==> config.mk <==
export PLATFORM = sky130hd
export DESIGN_NAME = mesh_io_flat
export DESIGN_NICKNAME = d
export VERILOG_FILES = /design/src/rtl/subsurf_pkg.sv /design/src/rtl/mesh_io_if.sv /design/src/rtl/mesh_io_skid.sv /design/src/rtl/mesh_io.sv /design/src/flat_wrapper.sv
export SDC_FILE = /design/constraint.sdc
export NUM_CORES = 1
export LEC_CHECK = 0
export CAP_MARGIN = 15
export CORE_AREA = 2 2 131 133
export DETAILED_ROUTE_END_ITERATION = 16
export DIE_AREA = 0 0 133 135
export GPL_ROUTABILITY_DRIVEN = 0
export PLACE_DENSITY = 0.74
export RECOVER_POWER = 25
export SLEW_MARGIN = 20
export SYNTH_ARGS = -nofsm -noshare
export SYNTH_HDL_FRONTEND = slang
export SYNTH_SLANG_ARGS = --single-unit
==> constraint.sdc <==
create_clock -name clk -period 2.9 [get_ports clk]
set_input_delay 0.435 -clock clk [delete_from_list [all_inputs] [get_ports clk]]
set_output_delay 0.435 -clock clk [all_outputs]
set_load 0.005 [all_outputs]
==> src/rtl/subsurf_pkg.sv <==
// Shared types and constants for the subdivision engine I/O sequencer.
package subsurf_pkg;

  localparam int ADDR_W    = 9;
  localparam int DATA_W    = 32;
  localparam int MEM_WORDS = 512;
  localparam logic [3:0] WE_ALL = 4'hF;

  typedef enum logic [2:0] {
    IDLE,
    LOAD,
    KICK,
    WAITB,
    RUN,
    DRAIN,
    FIN
  } mesh_io_state_t;

endpackage

==> src/rtl/mesh_io_if.sv <==
// Host-facing mesh input stream and result output stream, both valid/ready.
interface mesh_io_if;
  import subsurf_pkg::*;

  logic              in_valid;
  logic              in_ready;
  logic [DATA_W-1:0] in_data;
  logic              in_last;

  logic              out_valid;
  logic              out_ready;
  logic [DATA_W-1:0] out_data;
  logic              out_last;

  modport slave (
    input  in_valid, in_data, in_last, out_ready,
    output in_ready, out_valid, out_data, out_last
  );

  modport master (
    output in_valid, in_data, in_last, out_ready,
    input  in_ready, out_valid, out_data, out_last
  );

endinterface

==> src/rtl/mesh_io_skid.sv <==
// Two-entry FIFO between the RAM2 read pipeline and the output stream.
// The occupancy count lets the reader issue only reads that are guaranteed a slot.
module mesh_io_skid #(
  parameter int DW = 32
) (
  input  logic          clk,
  input  logic          rst_n,
  input  logic          wr_valid,
  input  logic [DW-1:0] wr_data,
  input  logic          wr_last,
  output logic          rd_valid,
  input  logic          rd_ready,
  output logic [DW-1:0] rd_data,
  output logic          rd_last,
  output logic [1:0]    count
);

  logic [1:0][DW-1:0] data_q;
  logic [1:0]         last_q;
  logic               wp;
  logic               rp;
  logic [1:0]         cnt;
  logic               push;
  logic               pop;

  assign push     = wr_valid;
  assign pop      = rd_valid && rd_ready;
  assign rd_valid = (cnt != 2'd0);
  assign rd_data  = data_q[rp];
  assign rd_last  = rd_valid && last_q[rp];
  assign count    = cnt;

  always_ff @(posedge clk or negedge rst_n) begin
    if (!rst_n) begin
      data_q <= '0;
      last_q <= '0;
      wp     <= 1'b0;
      rp     <= 1'b0;
      cnt    <= 2'd0;
    end else begin
      if (push) begin
        data_q[wp] <= wr_data;
        last_q[wp] <= wr_last;
        wp         <= ~wp;
      end
      if (pop) begin
        rp <= ~rp;
      end
      case ({push, pop})
        2'b10:   cnt <= cnt + 2'd1;
        2'b01:   cnt <= cnt - 2'd1;
        default: cnt <= cnt;
      endcase
    end
  end

endmodule

==> src/rtl/mesh_io.sv <==
// Host-side I/O sequencer: loads the mesh into RAM0, kicks subsurf, waits for it,
// then streams the result words out of RAM2.
module mesh_io #(
  parameter int ADDR_W    = 9,
  parameter int DATA_W    = 32,
  parameter int BUSY_WAIT = 8
) (
  input  logic              clk,
  input  logic              rst_n,
  mesh_io_if.slave          io,
  input  logic [ADDR_W:0]   out_len,
  output logic              start,
  input  logic              busy,
  output logic              en0,
  output logic [3:0]        we0,
  output logic [ADDR_W-1:0] a0,
  output logic [DATA_W-1:0] di0,
  output logic              en2,
  output logic [ADDR_W-1:0] a2,
  input  logic [DATA_W-1:0] do2,
  output logic              mem_own,
  output logic              done,
  output logic              ovf
);

  import subsurf_pkg::*;

  mesh_io_state_t    state;
  logic [ADDR_W-1:0] wptr;
  logic [ADDR_W:0]   len;
  logic [ADDR_W:0]   rcnt;
  logic [7:0]        wcnt;
  logic              rv;
  logic              rv_last;
  logic [1:0]        fcount;
  logic              wr;
  logic              pop;
  logic              issue;
  logic              last_rd;

  assign wr  = io.in_valid && io.in_ready;
  assign en0 = wr;
  assign we0 = wr ? WE_ALL : 4'h0;
  assign a0  = wr ? wptr : '0;
  assign di0 = wr ? io.in_data : '0;

  // A read may issue only if buffered words plus the one in flight, net of a pop, leave a slot.
  assign pop     = io.out_valid && io.out_ready;
  assign issue   = (state == DRAIN) && (rcnt < len) &&
                   (({1'b0, fcount} + {2'b0, rv}) < (3'd2 + {2'b0, pop}));
  assign last_rd = (rcnt == len - (ADDR_W+1)'(1));
  assign en2     = issue;
  assign a2      = issue ? rcnt[ADDR_W-1:0] : '0;

  always_ff @(posedge clk or negedge rst_n) begin
    if (!rst_n) begin
      rv      <= 1'b0;
      rv_last <= 1'b0;
    end else begin
      rv      <= issue;
      rv_last <= issue && last_rd;
    end
  end

  mesh_io_skid #(.DW(DATA_W)) u_skid (
    .clk      (clk),
    .rst_n    (rst_n),
    .wr_valid (rv),
    .wr_data  (do2),
    .wr_last  (rv_last),
    .rd_valid (io.out_valid),
    .rd_ready (io.out_ready),
    .rd_data  (io.out_data),
    .rd_last  (io.out_last),
    .count    (fcount)
  );

  always_ff @(posedge clk or negedge rst_n) begin
    if (!rst_n) begin
      state       <= IDLE;
      io.in_ready <= 1'b0;
      start       <= 1'b0;
      mem_own     <= 1'b1;
      done        <= 1'b0;
      ovf         <= 1'b0;
      wptr        <= '0;
      len         <= '0;
      rcnt        <= '0;
      wcnt        <= '0;
    end else begin
      start <= 1'b0;
      done  <= 1'b0;
      case (state)
        IDLE: begin
          io.in_ready <= 1'b1;
          mem_own     <= 1'b1;
          if (wr) begin
            ovf  <= 1'b0;
            wptr <= ADDR_W'(1);
            if (io.in_last) begin
              state       <= KICK;
              io.in_ready <= 1'b0;
              start       <= 1'b1;
              mem_own     <= 1'b0;
            end else begin
              state <= LOAD;
            end
          end
        end
        LOAD: begin
          if (wr) begin
            wptr <= wptr + ADDR_W'(1);
            // The top address without a last marker ends the load as an overflow.
            if (io.in_last || (wptr == ADDR_W'(MEM_WORDS - 1))) begin
              ovf         <= !io.in_last;
              state       <= KICK;
              io.in_ready <= 1'b0;
              start       <= 1'b1;
              mem_own     <= 1'b0;
            end
          end
        end
        KICK: begin
          state <= WAITB;
          wptr  <= '0;
          wcnt  <= '0;
        end
        WAITB: begin
          if (busy) begin
            state <= RUN;
          end else if (wcnt == 8'(BUSY_WAIT - 2)) begin
            state   <= DRAIN;
            len     <= out_len;
            rcnt    <= '0;
            mem_own <= 1'b1;
          end else begin
            wcnt <= wcnt + 8'd1;
          end
        end
        RUN: begin
          if (!busy) begin
            state   <= DRAIN;
            len     <= out_len;
            rcnt    <= '0;
            mem_own <= 1'b1;
          end
        end
        DRAIN: begin
          if (issue) begin
            rcnt <= rcnt + (ADDR_W+1)'(1);
          end
          if ((len == '0) || (pop && io.out_last)) begin
            state <= FIN;
            done  <= 1'b1;
          end
        end
        FIN: begin
          state       <= IDLE;
          io.in_ready <= 1'b1;
        end
        default: state <= IDLE;
      endcase
    end
  end

endmodule

==> src/flat_wrapper.sv <==
// flat-port wrapper written by rule: the top's interface ports become plain ports
module mesh_io_flat import subsurf_pkg::*;
#(
  parameter int ADDR_W    = 9,
  parameter int DATA_W    = 32,
  parameter int BUSY_WAIT = 8
)
  (clk, rst_n, out_len, start, busy, en0, we0, a0, di0, en2, a2, do2, mem_own, done, ovf, io_in_valid, io_in_data, io_in_last, io_out_ready, io_in_ready, io_out_valid, io_out_data, io_out_last);
  mesh_io_if io_i ();
  input  logic clk;
  input  logic rst_n;
  input  logic [ADDR_W:0] out_len;
  output logic start;
  input  logic busy;
  output logic en0;
  output logic [3:0] we0;
  output logic [ADDR_W-1:0] a0;
  output logic [DATA_W-1:0] di0;
  output logic en2;
  output logic [ADDR_W-1:0] a2;
  input  logic [DATA_W-1:0] do2;
  output logic mem_own;
  output logic done;
  output logic ovf;
  input wire logic [$bits(io_i.in_valid)-1:0] io_in_valid;
  input wire logic [$bits(io_i.in_data)-1:0] io_in_data;
  input wire logic [$bits(io_i.in_last)-1:0] io_in_last;
  input wire logic [$bits(io_i.out_ready)-1:0] io_out_ready;
  output wire logic [$bits(io_i.in_ready)-1:0] io_in_ready;
  output wire logic [$bits(io_i.out_valid)-1:0] io_out_valid;
  output wire logic [$bits(io_i.out_data)-1:0] io_out_data;
  output wire logic [$bits(io_i.out_last)-1:0] io_out_last;
  assign io_i.in_valid = io_in_valid;
  assign io_i.in_data = io_in_data;
  assign io_i.in_last = io_in_last;
  assign io_i.out_ready = io_out_ready;
  assign io_in_ready = io_i.in_ready;
  assign io_out_valid = io_i.out_valid;
  assign io_out_data = io_i.out_data;
  assign io_out_last = io_i.out_last;
  mesh_io #(.ADDR_W(ADDR_W), .DATA_W(DATA_W), .BUSY_WAIT(BUSY_WAIT)) u_core (.clk(clk), .rst_n(rst_n), .io(io_i), .out_len(out_len), .start(start), .busy(busy), .en0(en0), .we0(we0), .a0(a0), .di0(di0), .en2(en2), .a2(a2), .do2(do2), .mem_own(mem_own), .done(done), .ovf(ovf));
endmodule
# Word-level counts from Yosys, hierarchy flattened
# Cells that the tools add are included.
# Widths: inputs -> output; s select.
[classes]
n_reduce_logical = 30
order_cmp = 5
n_mux = 59
eq_ne = 21
bitwise = 2
add_sub_neg = 8
[ops]
columns = ["operator", "n"]
rows = [
  ["$mux 32", 4],
  ["$mux 10", 7],
  ["$bwmux 64", 1],
  ["$mux 9", 4],
  ["$demux 32 s1", 1],
  ["$pmux 10 s3", 1],
  ["$pmux 9 s3", 1],
  ["$mux 3", 7],
  ["$pmux 10 s2", 1],
  ["$mux 1", 19],
  ["$pmux 3 s6", 1],
  ["$mux 8", 2],
  ["$pmux 8 s2", 1],
  ["$reduce_and 6->1", 2],
  ["$add 10x1->10 const B", 1],
  ["$eq 10x10->1", 1],
  ["$logic_not 10->1", 1],
  ["$lt 10x10->1", 1],
  ["$ne 2x1->1 const B", 5],
  ["$reduce_bool 2->1", 5],
  ["$sub 10x1->10 const B", 1],
  ["$add 9x1->9 const B", 1],
  ["$eq 3x3->1 const B", 3],
  ["$eq 9x9->1 const B", 1],
  ["33 further kinds", 53],
]
[totals]
out_inout_bits = 95
wordCells = 143
ff_bits = 117
in_bits = 80

# Longest topological paths before layout
[logic_depth]
word_depth = 7
ltp_mapped = 10
ltp_nobuf = 10

# Hierarchy
# A second synthesis with hierarchy kept.
[unflattened]
hier_cells = 585
hier_area_um2 = 6329.8
[modules_own_cells]
columns = ["module", "cells_per_inst", "area_per_inst_um2", "instances", "seq_area_each_um2"]
rows = [
  ["mesh_io", 392, 3278.1, 1, 1177.4],
  ["mesh_io_skid", 193, 3051.7, 1, 1751.7],
]

# Least setup slack after synthesis
# No wires, ideal clock.
[synth_timing]
path_kind = "reg-to-output"
start = "reg u_core.rcnt[6]"
end = "out a2[1]"
path_slack_ps = 678
n_path_buf = 1
arrival_ps = 1787
path_stages_with_launch = 8
required_ps = 2465
cell_sequence = "dfrtp_1 ha_1 o21a_1 o211ai_2 o2111ai_4 nor2_8 buf_4 and2_1"
[synth_between]
elab_chain_len = 4
[synth_lines]
columns = ["element", "line", "text"]
rows = [
  ["start, declared", "mesh_io.sv:31", "logic [ADDR_W:0] rcnt;"],
  ["start signal, assigned", "mesh_io.sv:150", "rcnt <= rcnt + (ADDR_W+1)'(1);"],
  ["$lt 10x10->1", "mesh_io.sv:49", "assign issue = (state == DRAIN) && (rcnt < len) &&"],
  ["$logic_and 1x1->1 (2 in series)", "mesh_io.sv:49", ""],
  ["via en2", "flat_wrapper.sv:19", "output logic en2;"],
  ["$mux 9", "mesh_io.sv:53", "assign a2 = issue ? rcnt[ADDR_W-1:0] : '0;"],
  ["end, declared", "flat_wrapper.sv:20", "output logic [ADDR_W-1:0] a2;"],
]
# The timed path passes the listed nets, and every way through them passes these cells.

# Worst setup path in the final report
[layout_timing]
start = "reg u_core.len[5]"
end = "out a2[5]"
[layout_between]
elab_chain_len = 4
[layout_lines]
columns = ["element", "line", "text"]
rows = [
  ["start, declared", "mesh_io.sv:30", "logic [ADDR_W:0] len;"],
  ["start signal, assigned", "mesh_io.sv:133", "len <= out_len;"],
  ["start signal, assigned", "mesh_io.sv:143", "len <= out_len;"],
  ["$lt 10x10->1", "mesh_io.sv:49", ""],
  ["$logic_and 1x1->1 (2 in series)", "mesh_io.sv:49", ""],
  ["$mux 9", "mesh_io.sv:53", ""],
]
# Every way passes these cells.

==> metrics.txt <==
gr busiest metal met2; WL per Instance 15.5 um; synthesized area 0.00646 mm2; clock sink count 117; Post-synth EDFFs 0; vias in the first global route 5309; Least-Margin Pin Slew 1.31 ns; simple-gate share of the synthesized area 0.155; Final Util 0.565; Routed Antenna Nets 0; setup_tns 0 ns; crit path capture type primary output; # setup viols final 0; antenna cells 0; routed vias 5190; Final Net Count 884; DP HPWL 11.2 mm; Slew Limit Fails 0; Flop pwr share 0.298; CP Launch Type flop; total iterations of the first detailed-routing run 4; 1st-iter DRT viols 190; status complete, no violations; Port Buffers 174; Remaining DRCs 0; worst skew pair latency 0.41 ns; maximum fanout along the worst path 5; Pwr Density 964 mW/mm2; most common cell after layout, fill and taps aside clkdlybuf4s50_1; post-synthesis instance total 592; vias per cell 5.10; Post-Synth Adder-Cell Area 0.0387; routing usage on met2 0.306; die height 135 um; internal power 0.00607 W; H-tree Lvls 4; Die Area 0.0180 mm2; Leak 4.08 nW; Final Hold Fails 0; GR Util All Layers 0.186; RSZ-0062 raised after global routing false; complex-gate fraction of the synthesized area 0.105; fmax 363 MHz; Main synth FF type dfrtp_1; Cell variety after synth 64; worst clock skew 0.0119 ns; layout cells sized above 1 0.258; relative slew slack 0.125; Post-Synth XOR/XNOR Area 0.0310; Syn Area/Cell 10.9 um2; # rows 47; worst r2r dst u_core.rv_last; R2R setup slack 0.34 ns; mux contribution to synthesized area 0.177; worst min path class input pin to async pin; register area share after synthesis 0.453; final WL 15.8 mm; GRT overflow 0; CP required 2.47 ns; largest net degree at the start of global routing 53; maxcap violations 0; Final period util 0.949; global-route wire length before repair 26.3 mm; M1 GR Usage 0.236; CTS tree yes; initial antenna violation count 0; clock share of power 0.248; CTS root buf clkbuf_16; Switch Pwr 0.00286 W; Peak supply drop 0.000441 V; most frequent cells in the layout clkdlybuf4s50_1, dfrtp_1, mux2_2; GR Layer Usage met3 0.0473; num ports 175; Synth Register Bits 117; Bufs on Longest Clock Path 2; Comb power frac 0.454; Period minus WS final 2.75 ns; fill count 1381; Die Wd 133 um; asr flop ratio synth 1.00; clk slew on worst S/H paths 0.05 ns; Ys Warns 0; total CTS buffers 17; Worst R2R Path Depth 11; syn nets 692; worst setup path category flop to primary output; Crit Reg-Reg Startpoint u_core.len[9]; core area 0.0164 mm2; crit path DAT 2.32 ns; Area Growth Syn to Fin 43.4%; Initial Util 0.394; largest family of logic cells by synthesized area multiplexers; sw frac 0.320; Post-CTS Hold Buffers 0
registers in the layout, summed over array words and instances (netlist names):
signal and cells:
u_core.rv 1, u_core.u_skid.data_q 64, u_core.start 1, u_core.u_skid.rp 1
u_core.u_skid.last_q 2, u_core.mem_own 1, u_core.u_skid.wp 1, u_core.state 3
u_core.done 1, u_core.wptr 9, u_core.u_skid.count 2, u_core.ovf 1
u_core.rv_last 1, u_core.rcnt 10, u_core.io.in_ready 1, u_core.wcnt 8
u_core.len 10
layer usage:
metal | vias up | part of all wire
met2 | 182 | 0.48
met4 | 0 | 0.017
met1 | 2484 | 0.45
li1 | 2506 | -
met5 | - | 0
met3 | 18 | 0.056
repair_timing:
item,in CTS,in global routing
endpoints found under the setup margin,10,9
pin swaps,2,6
gates cloned,1,0
resized for setup,18,8
setup buffers,12,3
power by group through the flow:
stage                     Sequential [W]  Clock [W]  Combinational (W)
after floorplan                  0.00261          0            0.00236
after global placement           0.00268          0            0.00381
after detailed placement         0.00271          0            0.00386
after CTS                        0.00266    0.00227            0.00406
after global routing             0.00276    0.00234            0.00445
final                            0.00267    0.00221            0.00405
final cells by class:
class	instances	area, um2	area share
multi-input combinational	419	3340	0.361
sequential	117	2930	0.316
timing repair buffer	212	2020	0.218
clock inverter	15	206	0.0223
tap	220	275	0.0297
clock buffer	17	425	0.0459
inverter	17	63.8	0.00689
logic make-up (layout without fill, tap and decap cells):
kind of cell | Yosys count | in the layout
DFF | 117 | 117
AOI/OAI and AO/OA | 96 | 96
buffers and inverters | 57 | 261
xor gates and xnor gates | 22 | 22
muxes | 102 | 102
and+or+nand+nor | 178 | 179
adders and majority gates | 20 | 20
critical path, cell delays in order, from the launching register on:
cell and delay [ns]:
dfrtp_1 0.40, inv_2 0.09, ha_4 0.29, and4_1 0.19, o21ai_1 0.10, a31oi_4 0.30, nor2_8 0.05, buf_4 0.14
and2_1 0.14, clkdlybuf4s15_1 0.20
synthesized netlist by cell type (7+ instances only):
cell type	n	area [um2]
dfrtp_1	116	2900
mux2_2	100	1130
and3_1	49	307
nand2_1	35	131
nor2_1	34	128
o21ai_0	33	165
clkbuf_1	20	75.1
ha_1	20	250
inv_1	17	63.8
a21oi_1	13	65.1
a31oi_1	11	68.8
nand2b_1	11	68.8
nand3_1	11	55.1
xor2_1	11	96.3
xnor2_1	10	87.6
and2_1	9	56.3
buf_2	8	40.0
buf_4	7	52.6
worst max-delay path by stage:
| stage | from | slack (ns) | cells after the start | endpoint |
|---|---|---|---|---|
| after global placement | io_out_ready | 0.20 | 7 | a2[5] |
| after floorplan | u_core.rcnt[6] | 0.68 | 7 | a2[1] |
| after global routing | u_core.len[7] | 0.04 | 10 | a2[5] |
| after detailed placement | io_out_ready | 0.20 | 7 | a2[4] |
| final | u_core.len[5] | 0.15 | 9 | a2[5] |
| after CTS | u_core.len[7] | -0.004 | 10 | a2[8] |
per-stage QoR:
step	area [um2]	power, W	setup slack, ns	std cells	hold slack, ns
after floorplan	6460	0.00497	0.678	592	0.139
after global placement	8480	0.00649	0.203	969	0.481
after detailed placement	8480	0.00658	0.196	969	0.487
after CTS	9250	0.00899	-0.00421	1014	0.0737
after global routing	9260	0.00956	0.0436	1017	0.405
final	9260	0.00893	0.148	1017	0.306
Note: power is estimated with default switching activity, not from simulation.
